### config.mk
export PLATFORM = sky130hd
export DESIGN_NAME = uart_weight_loader
export DESIGN_NICKNAME = d
export VERILOG_FILES = /design/src/rtl/loader_pkg.sv /design/src/rtl/word_skid_fifo.sv /design/src/rtl/uart_weight_loader.sv
export SDC_FILE = /design/constraint.sdc
export NUM_CORES = 1
export LEC_CHECK = 0
export CAP_MARGIN = 30
export CORE_ASPECT_RATIO = 0.9
export CORE_UTILIZATION = 55
export CTS_CLUSTER_DIAMETER = 120
export DETAILED_ROUTE_END_ITERATION = 12
export GPL_ROUTABILITY_DRIVEN = 0
export PLACE_DENSITY = 0.81
export SETUP_SLACK_MARGIN = 0.4
export SYNTH_ARGS = -nofsm -noshare
export SYNTH_HDL_FRONTEND = slang
export SYNTH_HIERARCHICAL = 1
export SYNTH_SLANG_ARGS = --single-unit
export TNS_END_PERCENT = 20
### constraint.sdc
create_clock -name ref_clk -period 6.2 [get_ports ref_clk]
set_clock_uncertainty 0.15 [all_clocks]
set_input_delay 0.93 -clock ref_clk [delete_from_list [all_inputs] [get_ports ref_clk]]
set_output_delay 0.93 -clock ref_clk [all_outputs]
set_load 0.005 [all_outputs]
### src/rtl/loader_pkg.sv
// Shared definitions for the UART weight/bias loader: FSM states and header constants.
package loader_pkg;

  typedef enum logic [2:0] {
    S_IDLE,
    S_LEN2,
    S_LEN1,
    S_LEN0,
    S_PAYLOAD,
    S_DRAIN
  } load_state_e;

  localparam logic [7:0] MAGIC_BYTE = 8'hA5;
  localparam int         LEN_W_DEF  = 21;

endpackage

### src/rtl/word_skid_fifo.sv
// Synchronous word FIFO with registered read data, full/empty flags and a flush.
module word_skid_fifo #(
  parameter int WIDTH = 16,
  parameter int DEPTH = 16
) (
  input  logic             clk,
  input  logic             rst_n,
  input  logic             flush,
  input  logic             wr_en,
  input  logic [WIDTH-1:0] wr_data,
  input  logic             rd_en,
  output logic [WIDTH-1:0] rd_data,
  output logic             full,
  output logic             empty
);

  localparam int AW = $clog2(DEPTH);

  logic [WIDTH-1:0] mem [DEPTH];
  logic [AW:0]      wr_ptr;
  logic [AW:0]      rd_ptr;
  logic             do_wr;
  logic             do_rd;

  // Pointers carry one extra wrap bit so full and empty are distinguishable.
  assign empty = (wr_ptr == rd_ptr);
  assign full  = (wr_ptr[AW] != rd_ptr[AW]) && (wr_ptr[AW-1:0] == rd_ptr[AW-1:0]);
  assign do_wr = wr_en && !full && !flush;
  assign do_rd = rd_en && !empty && !flush;

  always_ff @(posedge clk) begin
    if (!rst_n) begin
      wr_ptr  <= '0;
      rd_ptr  <= '0;
      rd_data <= '0;
    end else if (flush) begin
      wr_ptr <= '0;
      rd_ptr <= '0;
    end else begin
      if (do_wr) wr_ptr <= wr_ptr + 1'b1;
      if (do_rd) begin
        rd_ptr  <= rd_ptr + 1'b1;
        rd_data <= mem[rd_ptr[AW-1:0]];
      end
    end
  end

  always_ff @(posedge clk) begin
    if (do_wr) mem[wr_ptr[AW-1:0]] <= wr_data;
  end

endmodule

### src/rtl/uart_weight_loader.sv
// Parses a MAGIC + 24-bit length header from a UART byte stream, packs payload
// bytes into 16-bit words and forwards them to the HyperRAM write path.
module uart_weight_loader
  import loader_pkg::*;
#(
  parameter int         LEN_W       = LEN_W_DEF,
  parameter int         SKID_DEPTH  = 16,
  parameter logic [7:0] FIFO_HIGH   = 8'd240,
  parameter int         TIMEOUT_CYC = 5_000_000,
  parameter logic [7:0] MAGIC       = MAGIC_BYTE
) (
  input  logic             ref_clk,
  input  logic             rst_n,
  input  logic             uart_valid,
  input  logic [7:0]       uart_data,
  input  logic [7:0]       fifo_count,
  output logic             start_wr_hperram,
  output logic             wdata_tvalid,
  output logic [15:0]      wdata,
  output logic [LEN_W-1:0] file_length,
  output logic             length_valid,
  output logic             load_done,
  output logic             err_overflow,
  output logic             err_timeout
);

  localparam int TO_W = $clog2(TIMEOUT_CYC + 1);

  load_state_e      state_q, state_d;
  logic [7:0]       len_b2, len_b1, lo_byte;
  logic [23:0]      len_full;
  logic [LEN_W-1:0] len_new;
  logic [LEN_W-1:0] word_cnt;
  logic             hi_phase;
  logic [TO_W-1:0]  to_cnt;
  logic             active, timeout_hit;
  logic             cap_b2, cap_b1, len_fire, lo_fire, push_fire, done_fire, abort;
  logic             vld_p0;
  logic [15:0]      word_p0;
  logic [7:0]       fifo_cnt_p0;
  logic             fifo_full, fifo_empty, pop;

  assign len_full    = {len_b2, len_b1, uart_data};
  assign len_new     = len_full[LEN_W-1:0];
  assign active      = state_q inside {S_LEN2, S_LEN1, S_LEN0, S_PAYLOAD};
  assign timeout_hit = active && (to_cnt == TO_W'(TIMEOUT_CYC));
  // Occupancy is the registered copy, so one extra word may follow a threshold crossing.
  assign pop         = !fifo_empty && (fifo_cnt_p0 < FIFO_HIGH) && !abort;

  always_comb begin
    state_d   = state_q;
    cap_b2    = 1'b0;
    cap_b1    = 1'b0;
    len_fire  = 1'b0;
    lo_fire   = 1'b0;
    push_fire = 1'b0;
    done_fire = 1'b0;
    abort     = 1'b0;
    if (timeout_hit) begin
      abort   = 1'b1;
      state_d = S_IDLE;
    end else begin
      case (state_q)
        S_IDLE:  if (uart_valid && uart_data == MAGIC) state_d = S_LEN2;
        S_LEN2:  if (uart_valid) begin cap_b2 = 1'b1; state_d = S_LEN1; end
        S_LEN1:  if (uart_valid) begin cap_b1 = 1'b1; state_d = S_LEN0; end
        S_LEN0: begin
          if (uart_valid) begin
            len_fire = 1'b1;
            state_d  = (len_new == '0) ? S_DRAIN : S_PAYLOAD;
          end
        end
        S_PAYLOAD: begin
          if (uart_valid && !hi_phase) begin
            lo_fire = 1'b1;
          end else if (uart_valid) begin
            push_fire = 1'b1;
            if (word_cnt + LEN_W'(1) == file_length) state_d = S_DRAIN;
          end
        end
        S_DRAIN: begin
          // Wait for the in-flight push as well as the buffer itself.
          if (fifo_empty && !vld_p0) begin
            done_fire = 1'b1;
            state_d   = S_IDLE;
          end
        end
        default: state_d = S_IDLE;
      endcase
    end
  end

  always_ff @(posedge ref_clk) begin
    if (!rst_n) state_q <= S_IDLE;
    else        state_q <= state_d;
  end

  always_ff @(posedge ref_clk) begin
    if (!rst_n) begin
      start_wr_hperram <= 1'b0;
      length_valid     <= 1'b0;
      load_done        <= 1'b0;
      wdata_tvalid     <= 1'b0;
      file_length      <= '0;
      err_overflow     <= 1'b0;
      err_timeout      <= 1'b0;
      word_cnt         <= '0;
      hi_phase         <= 1'b0;
      to_cnt           <= '0;
      vld_p0           <= 1'b0;
      fifo_cnt_p0      <= '0;
    end else begin
      length_valid <= len_fire;
      load_done    <= done_fire;
      vld_p0       <= push_fire;
      wdata_tvalid <= pop;
      fifo_cnt_p0  <= fifo_count;
      if (len_fire) begin
        file_length      <= len_new;
        start_wr_hperram <= 1'b1;
        word_cnt         <= '0;
        hi_phase         <= 1'b0;
      end
      if (lo_fire) hi_phase <= 1'b1;
      if (push_fire) begin
        word_cnt <= word_cnt + LEN_W'(1);
        hi_phase <= 1'b0;
      end
      if (done_fire) start_wr_hperram <= 1'b0;
      if (abort) begin
        start_wr_hperram <= 1'b0;
        err_timeout      <= 1'b1;
        hi_phase         <= 1'b0;
      end
      if (vld_p0 && fifo_full) err_overflow <= 1'b1;
      if (!active || uart_valid || abort) to_cnt <= '0;
      else                                to_cnt <= to_cnt + 1'b1;
    end
  end

  always_ff @(posedge ref_clk) begin
    if (cap_b2)    len_b2  <= uart_data;
    if (cap_b1)    len_b1  <= uart_data;
    if (lo_fire)   lo_byte <= uart_data;
    if (push_fire) word_p0 <= {uart_data, lo_byte};
  end

  // Stage p0 -> buffer: packed word enters the skid FIFO one cycle after its odd byte.
  word_skid_fifo #(
    .WIDTH (16),
    .DEPTH (SKID_DEPTH)
  ) u_skid (
    .clk     (ref_clk),
    .rst_n   (rst_n),
    .flush   (abort),
    .wr_en   (vld_p0),
    .wr_data (word_p0),
    .rd_en   (pop),
    .rd_data (wdata),
    .full    (fifo_full),
    .empty   (fifo_empty)
  );

endmodule

==> results of run 1 <==
## metal layers
layer | GRT usage | share of wire | vias up
li1 | - | - | 4538
met1 | 0.3171 | 0.42 | 4967
met2 | 0.3859 | 0.48 | 370
met3 | 0.04284 | 0.063 | 81
met4 | 0.08516 | 0.030 | 0
met5 | 0 | 0 | -
## power breakdown
part	switching (mW)	internal [mW]	total, mW	leakage (nW)
Sequential	0.0182	2.85	2.86	3.49
Combinational	0.0677	0.0449	0.113	1.94
Clock	0.985	1.40	2.39	0.627
## final cells by class
type,count,share of cell area
tap,403,0.02660
clock buffer,51,0.05511
inverter,15,0.003102
sequential,399,0.5764
multi-input combinational,670,0.2847
timing repair buffer,83,0.04132
clock inverter,21,0.01274
## sequential cells by signal, indices dropped and copies added (netlist names), 3 cells and up
register	cells
state_q	3
u_skid/rd_ptr	5
len_b1	8
word_cnt	21
to_cnt	23
len_b2	5
u_skid/mem	256
u_skid/wr_ptr	5
file_length	21
fifo_cnt_p0	4
word_p0	16
u_skid/rd_data	16
lo_byte	8
## how the worst max path moves through the flow
| stage | endpoint | slack [ns] | cells past startpoint |
|---|---|---|---|
| after floorplan | u_skid/mem[3][0] | 2.82 | 6 |
| after global placement | state_q[0] | 2.51 | 9 |
| after detailed placement | state_q[0] | 2.43 | 9 |
| after CTS | u_skid/rd_data[9] | 2.73 | 6 |
| after global routing | word_cnt[3] | 2.52 | 11 |
| final | u_skid/rd_data[9] | 2.73 | 6 |
## cells by family (layout without fill, tap and decap cells)
group / count (synthesis) / in the layout / share of synthesized area
and+or+nand+nor: 319 / 319 / 0.1085
adders and majority gates: 8 / 8 / 0.006005
buffers and inverters: 79 / 170 / 0.02492
xor gates and xnor gates: 53 / 53 / 0.02785
DFF: 399 / 399 / 0.6551
muxes: 106 / 106 / 0.1105
AOI/OAI and AO/OA: 184 / 184 / 0.06710
## worst max-delay path, delay by kind of cell (launching register included)
family	cells	cell delay [ns]
compound gates	3	1.02
flops	1	0.75
simple gates	2	0.76
buf+inv	1	0.62
## through the flow
| stage | instance area (µm²) | hold slack, ns | utilization | setup WS [ns] |
|---|---|---|---|---|
| finish | 18960 | 0.2705 | 0.6345 | 2.727 |
| CTS | 18950 | 0.2601 | 0.6343 | 2.728 |
| detailed placement | 17670 | 0.2554 | 0.5912 | 2.431 |
| global route | 18960 | 0.2733 | 0.6345 | 2.519 |
| global placement | 17620 | 0.2542 | 0.5897 | 2.506 |
| floorplan | 16670 | 0.2503 | - | 2.815 |
## cells in the mapped netlist (all sizes together), types with 7 or more instances
| cell type | instances | area (µm²) |
|---|---|---|
| and2 | 9 | 56.30 |
| and3 | 13 | 81.33 |
| nor4 | 15 | 130.1 |
| clkbuf | 22 | 83.83 |
| xor2 | 23 | 201.4 |
| nand4 | 16 | 118.9 |
| nor3 | 44 | 231.5 |
| o21ai | 51 | 259.0 |
| mux2 | 33 | 371.6 |
| nand2 | 41 | 153.9 |
| xnor2 | 30 | 262.8 |
| inv | 15 | 58.81 |
| nand3 | 20 | 100.1 |
| edfxtp | 293 | 8798 |
| a21boi | 11 | 82.57 |
| o21a | 7 | 52.55 |
| buf | 42 | 272.8 |
| ha | 8 | 100.1 |
| or3 | 10 | 62.56 |
| a21oi | 55 | 275.3 |
| dfxtp | 106 | 2122 |
| a211oi | 17 | 127.6 |
| nand2b | 11 | 68.82 |
| nand3b | 7 | 65.06 |
| nor2b | 48 | 300.3 |
| mux4 | 48 | 1220 |
| mux2i | 25 | 250.2 |
| nor2 | 68 | 274.0 |
| o22ai | 17 | 106.4 |
==> run_results.csv, run 1 <==
group,metric,value,unit
setup_path,worstReg2RegStart,"u_skid/rd_ptr[1]",
flow_run,maxCapViolCount,0,
grt,antenna_found_initial,1,
routing,wl,35800,µm
setup_path,cp-end-kind,"register",
clock_network,cts_htree_levels,2,
synth,async_flop_share,0,
grt,track_usage,0.2361,
setup_path,arrival,3.71,ns
cells_and_area,fillCellCount,2154,
floorplan,dieHeight,167.2,µm
grt,grt_overflow,0,
floorplan,io_pins,62,
power,power.leakage,6.056,nW
setup_path,worstSetupStartpoint,"u_skid/rd_ptr[1]",
placement,port_buffers,57,
setup_path,path_class,"register to register",
power,power,5.367,mW
setup_path,regToRegEndpoint,"u_skid/rd_data[9]",
sta,hold_viol_final,0,
cells_and_area,nNetsFinal,1235,
floorplan,num_rows,60,
floorplan,die_area,31010,µm²
placement,dp_hpwl,21240,µm
run_status,status,"complete, no violations",
clock_network,cts_tree,"built",
synth,ys_ff_latch,399,
cells_and_area,layout-drive-gt1-share,0.1267,
cells_and_area,multi_input_area,5398,µm²
cells_and_area,fin_cells,1642,
setup_path,rrSetupSlack,2.73,ns
synth,ys_types,74,
sta,max_freq,288.0,MHz
sta,report.final.slew_viol_count,0,
setup_path,crit_slowest_cell,"dfxtp_2",
synth,syn_nets,1175,
setup_path,worstSetupStartpointType,"register",
min_path,hp-class,"register to register",
floorplan,dieWidth,185.5,µm
routing,post_drt_wl_per_cell,21.80,µm
power,ir_drop,222.2,µV
synth,dominantRegCellSynth,"edfxtp_1",
min_path,worstHoldEndpoint,"word_p0[4]",
power,power_density,283.1,nW/µm²
sta,tightest_slew,0.8900,ns
min_path,hold_depth,0,
placement,placed_cells,1569,
clock_network,clk_pin_slew,0.06,ns
synth,syn-mean-instance-area,14.52,µm²
synth,synthesis.area,16670,µm²
routing,drc_errors,0,
floorplan,start_util,0.5579,
setup_path,crit_chain,"buf_4 -> nand2_1 -> a211oi_1 -> nor3_1 -> a21oi_1 -> a21oi_1",
setup_path,crit_path_frequent_cell,"a21oi_1",
clock_network,post-cts-setup-buffers,0,
routing,first_pass_iters,5,
sta,period_minus_slack,3.473,ns
cells_and_area,n_antenna_cell,0,
clock_network,cts_buffers,39,
cells_and_area,final_common_cell,"edfxtp_1",
cells_and_area,final_cell_mix,"edfxtp_1, dfxtp_1, nor2_1",
cells_and_area,syn2layout_area_growth,13.72,%
clock_network,hold_buffers,0,
floorplan,core_region_area,29880,µm²
sta,rsz0062_at_grt,"false",
synth,seq_area_frac_synth,0.6551,
synth,synth_cells,1148,
sta,fin_setup_tns,0,ns
grt,grt_pass1_vias,9877,
clock_network,clockBufferDepth,3,
routing,via_per_inst,6.063,
min_path,hold_start,"lo_byte[4]",
synth,ys_warn_count,6,
sta,setup_violations,0,
cells_and_area,seq_area,10930,µm²
clock_network,clock-sinks,399,
setup_path,max_stage_delay,0.75,ns
setup_path,r2r_cells,6,
grt,grt_pass1_wl,54920,µm
routing,vias,9956,
routing,drt_iter0_markers,945,
sta,slew_headroom,0.4066,
setup_path,cp_max_fo,34,
synth,synth_edf_count,293,
routing,ant_nets,0,
sta,min_period_over_period,0.5601,
setup_path,crit_required,6.44,ns
grt,grt_max_degree,69,
clock_network,cts_resized,0,
clock_network,cts_root_buf,"clkbuf_16",
clock_network,insertion_delay,0.53,ns
No activity file was read; power rests on OpenSTA's default activity.
==> inputs of run 2 (changes only) <==
- PLACE_DENSITY: 0.81 -> 0.84
- clock period: 6.2 -> 3.1 ns (I/O delays scaled with it)
==> run_results.csv, run 2 (same netlist as run 1, synthesis figures left out) <==
group,metric,value,unit
run_status,status,"complete, no violations",
setup_path,path_class,"register to register",
cells_and_area,final_cell_mix,"edfxtp_1, dfxtp_1, nor2_1",
sta,rsz0062_at_grt,"true",
setup_path,crit_slowest_cell,"dfxtp_1",
sta,slew_headroom,0.5964,
placement,place_area,17910,µm²
cells_and_area,fin_cells,1685,
clock_network,insertion_delay,0.53,ns
clock_network,clock-sinks,399,
routing,ant_nets,0,
floorplan,dieHeight,167.2,µm
cells_and_area,syn2layout_area_growth,16.24,%
sta,period_minus_slack,2.776,ns
clock_network,cts_htree_levels,2,
power,ir_drop,386.6,µV
cells_and_area,design_area,19380,µm²
floorplan,core_region_area,29880,µm²
grt,grt_overflow,0,
setup_path,arrival,3.04,ns
placement,dp_hpwl,21540,µm
grt,grt_pass1_vias,10017,
grt,grt_pass1_wl,55240,µm
cells_and_area,layout-drive-gt1-share,0.1639,
setup_path,worstSetupStartpointType,"register",
power,power,10.53,mW
sta,hold_ws,0.2756,ns
cells_and_area,nNetsFinal,1280,
routing,wl,36340,µm
clock_network,clockBufferDepth,3,
placement,placed_cells,1599,
flow_run,maxCapViolCount,0,
routing,drt_iter0_markers,900,
setup_path,cp-end-kind,"register",
setup_path,crit_required,3.36,ns
cells_and_area,largest_register_ffs,256,
sta,report.final.slew_viol_count,0,
setup_path,cp_top_family,"simple AND/OR/NAND/NOR gates",
sta,max_freq,360.3,MHz
clock_network,clk_pin_slew,0.07,ns
cells_and_area,final_common_cell,"edfxtp_1",
routing,vias,10238,
cells_and_area,utilization,0.6485,
grt,antenna_found_initial,0,
sta,setup_ws,0.3244,ns
floorplan,start_util,0.5579,
routing,drc_errors,0,
placement,dp_worst_setup_slack,0.1416,ns
sta,min_period_over_period,0.8954,
floorplan,io_pins,62,
cells_and_area,fillCellCount,2060,
floorplan,die_area,31010,µm²
routing,via_per_inst,6.076,
setup_path,worst-path-buf-inv,0,
power,power.leakage,6.281,nW
placement,port_buffers,57,
grt,track_usage,0.2362,
power,power_density,543.3,nW/µm²
setup_path,cp_max_fo,6,
sta,setup_violations,0,
routing,first_pass_iters,5,
min_path,hp-class,"register to register",
sta,fin_setup_tns,0,ns
clock_network,cts_tree,"built",
setup_path,max_stage_delay,0.45,ns
floorplan,num_rows,60,
clock_network,cts_root_buf,"clkbuf_16",
clock_network,cts_buffers,39,
setup_path,crit_chain,"xnor2_1 -> nand4_2 -> nor2_1 -> nor2b_1 -> o21ai_1 -> nor3b_1 -> nor3_2 -> o31ai_1 -> and4bb_1 -> a32oi_1 -> mux2_1",
routing,post_drt_wl_per_cell,21.57,µm
grt,grt_max_degree,101,
floorplan,dieWidth,185.5,µm
sta,hold_viol_final,0,
sta,tightest_slew,0.6008,ns
==> run 2: cell count changes in the layout (fill, tap and decap cells not counted), sizes merged <==
cell and change:
clkinv -2, buf +43, diode +1, inv +1, nor2 +2, bufinv -2
==> run 2: report_power, final <==
part           switching (mW)  internal [mW]
logic                   0.154          0.124
clock network            1.92           2.61
registers              0.0323           5.69
total                    2.10           8.42
==> run 2: layout make-up <==
cell class / instances / area, µm² / share of cell area
Antenna cell: 1 / 2.502 / 0.0001291
Clock buffer: 52 / 1035 / 0.05340
Clock inverter: 17 / 172.7 / 0.008911
Inverter: 15 / 82.58 / 0.004262
Multi-Input combinational cell: 672 / 5518 / 0.2848
Sequential cell: 399 / 10930 / 0.5638
Tap cell: 403 / 504.2 / 0.02602
Timing Repair Buffer: 125 / 1126 / 0.05811
Timing Repair inverter: 1 / 11.26 / 0.0005811
==> run 2: what timing repair did <==
action                     CTS  global route
hold buffers                 0             0
pin swaps                    3             5
buffers inserted             4             7
cloned                       1             3
resized for setup            9            17
setup endpoints to repair   93           174
==> run 2: metal layers <==
| layer | vias to the layer above | GRT usage | routed length, µm | part of all wire |
|---|---|---|---|---|
| met2 | 455 | 0.3942 | 17910 | 0.49 |
| met1 | 5074 | 0.3160 | 14670 | 0.40 |
| met5 | - | 0 | 0 | 0 |
| met4 | 0 | 0.08732 | 1220 | 0.034 |
| met3 | 84 | 0.03284 | 2540 | 0.070 |
| li1 | 4625 | - | - | - |
==> run 2: path summary, 6_finish.rpt <==
path,start,end,slack [ns],cells past startpoint
setup / recovery,u_skid/wr_ptr[1],state_q[0],0.32,11
hold / removal,lo_byte[2],word_p0[2],0.28,0
setup reg to reg,u_skid/wr_ptr[1],state_q[0],0.32,11
hold reg to reg,lo_byte[2],word_p0[2],0.28,0
==> inputs of run 3 (changes only) <==
- CORE_MARGIN: default -> 10
==> run_results.csv, run 3 (same netlist as run 1, synthesis figures left out) <==
group,metric,value,unit
cells_and_area,nNetsFinal,1273,
cells_and_area,layout-drive-gt1-share,0.1667,
power,power_density,552.9,nW/µm²
placement,port_buffers,57,
clock_network,cts_tree,"built",
sta,slew_headroom,0.4624,
cells_and_area,largest_register_ffs,256,
grt,grt_overflow,0,
grt,grt_pass1_vias,10181,
routing,drc_errors,0,
floorplan,core_region_area,29880,µm²
setup_path,worstSetupStartpointType,"register",
routing,wl,36760,µm
sta,tightest_slew,0.8035,ns
cells_and_area,utilization,0.6500,
floorplan,start_util,0.5579,
run_status,status,"complete, no violations",
grt,grt_max_degree,101,
placement,dp_worst_setup_slack,-0.02959,ns
routing,post_drt_wl_per_cell,21.86,µm
sta,period_minus_slack,2.726,ns
clock_network,cts_buffers,40,
floorplan,io_pins,62,
floorplan,die_area,37680,µm²
cells_and_area,final_common_cell,"edfxtp_1",
power,power.leakage,6.319,nW
setup_path,crit_slowest_cell,"or3b_1",
clock_network,clk_pin_slew,0.06,ns
routing,vias,10127,
setup_path,cp-end-kind,"register",
sta,setup_violations,0,
power,power,10.74,mW
clock_network,insertion_delay,0.52,ns
grt,antenna_found_initial,0,
routing,drt_iter0_markers,1147,
setup_path,max_stage_delay,0.46,ns
setup_path,crit_required,3.16,ns
grt,grt_pass1_wl,57520,µm
setup_path,cp_max_fo,14,
clock_network,cts_htree_levels,2,
flow_run,maxCapViolCount,0,
clock_network,hold_buffers,0,
sta,hold_viol_final,0,
cells_and_area,syn2layout_area_growth,16.51,%
floorplan,num_rows,60,
grt,track_usage,0.1933,
sta,report.final.slew_viol_count,0,
clock_network,clock-sinks,399,
clock_network,clockBufferDepth,3,
setup_path,arrival,2.79,ns
power,ir_drop,431.1,µV
routing,via_per_inst,6.021,
setup_path,path_class,"register to register",
placement,dp_hpwl,22800,µm
routing,ant_nets,0,
sta,max_freq,366.8,MHz
routing,first_pass_iters,5,
sta,setup_ws,0.3740,ns
sta,rsz0062_at_grt,"true",
floorplan,dieHeight,185.2,µm
clock_network,cts_root_buf,"clkbuf_16",
min_path,hp-class,"register to register",
setup_path,crit_chain,"nor2_2 -> xor2_1 -> nor4_4 -> buf_12 -> or3b_1 -> nor2_1 -> buf_4",
cells_and_area,final_cell_mix,"edfxtp_1, dfxtp_1, nor2_1",
sta,min_period_over_period,0.8793,
floorplan,dieWidth,203.5,µm
==> run 3: cell count changes in the layout (fill, tap and decap cells not counted), moves of 3 or more <==
cell,delta
dfxtp_2,+4
clkbuf_16,+3
o21ai_1,-3
dfxtp_1,-4
buf_2,-3
o21ai_0,+4
==> run 3: worst max-delay path, delay by kind of cell (launching register included) <==
family | cells | cell delay (ns)
XOR/XNOR | 1 | 0.30
flip-flops | 1 | 0.38
buffers and inverters | 2 | 0.45
AND/OR/NAND/NOR | 4 | 1.13
==> run 3: worst paths after layout <==
path | startpoint | endpoint | slack [ns] | cells past startpoint
max | state_q[0] | u_skid/mem[4][11] | 0.37 | 7
min | lo_byte[4] | word_p0[4] | 0.27 | 0
max reg2reg | state_q[0] | u_skid/mem[4][11] | 0.37 | 7
min reg2reg | lo_byte[4] | word_p0[4] | 0.27 | 0
==> run 3: layout make-up <==
class	instances	area, µm²
diodes	1	2.502
clock buffers	55	1120
clock inverters	19	188.9
fillers	2075	10460
inverters	15	58.81
multi-input cells	670	5518
flip-flops and latches	399	10930
well taps	403	504.2
repair buffers	120	1100
==> run 3: metrics by stage <==
step                cell area, µm²  TNS (ns)  hold WS (ns)  cells
finish                       19420         0        0.2738   1682
global route                 19420         0        0.2769   1681
CTS                          19340         0        0.2744   1679
detailed placement           17980  -0.02959        0.2593   1603
global placement             17960  -0.06657        0.2539   1601
floorplan                    16700         0        0.2503   1148
==> run 3: power breakdown <==
part	total (mW)	switching, mW	internal, mW
logic	0.250	0.143	0.108
registers	5.72	0.0323	5.69
clock network	4.76	1.97	2.80
total	10.7	2.14	8.60
==> run 3: layer usage <==
layer	part of all wire	global-route usage
met4	0.020	0.05486
met1	0.41	0.2498
met2	0.50	0.3262
met5	0	0
met3	0.071	0.03808
==> run 3: timing repair <==
action / 4_1_cts / 5_1_grt
gates resized for setup: 9 / 13
buffers inserted: 2 / 2
gates cloned: 0 / 0
endpoints found under the setup margin: 96 / 68
pin swaps: 2 / 1
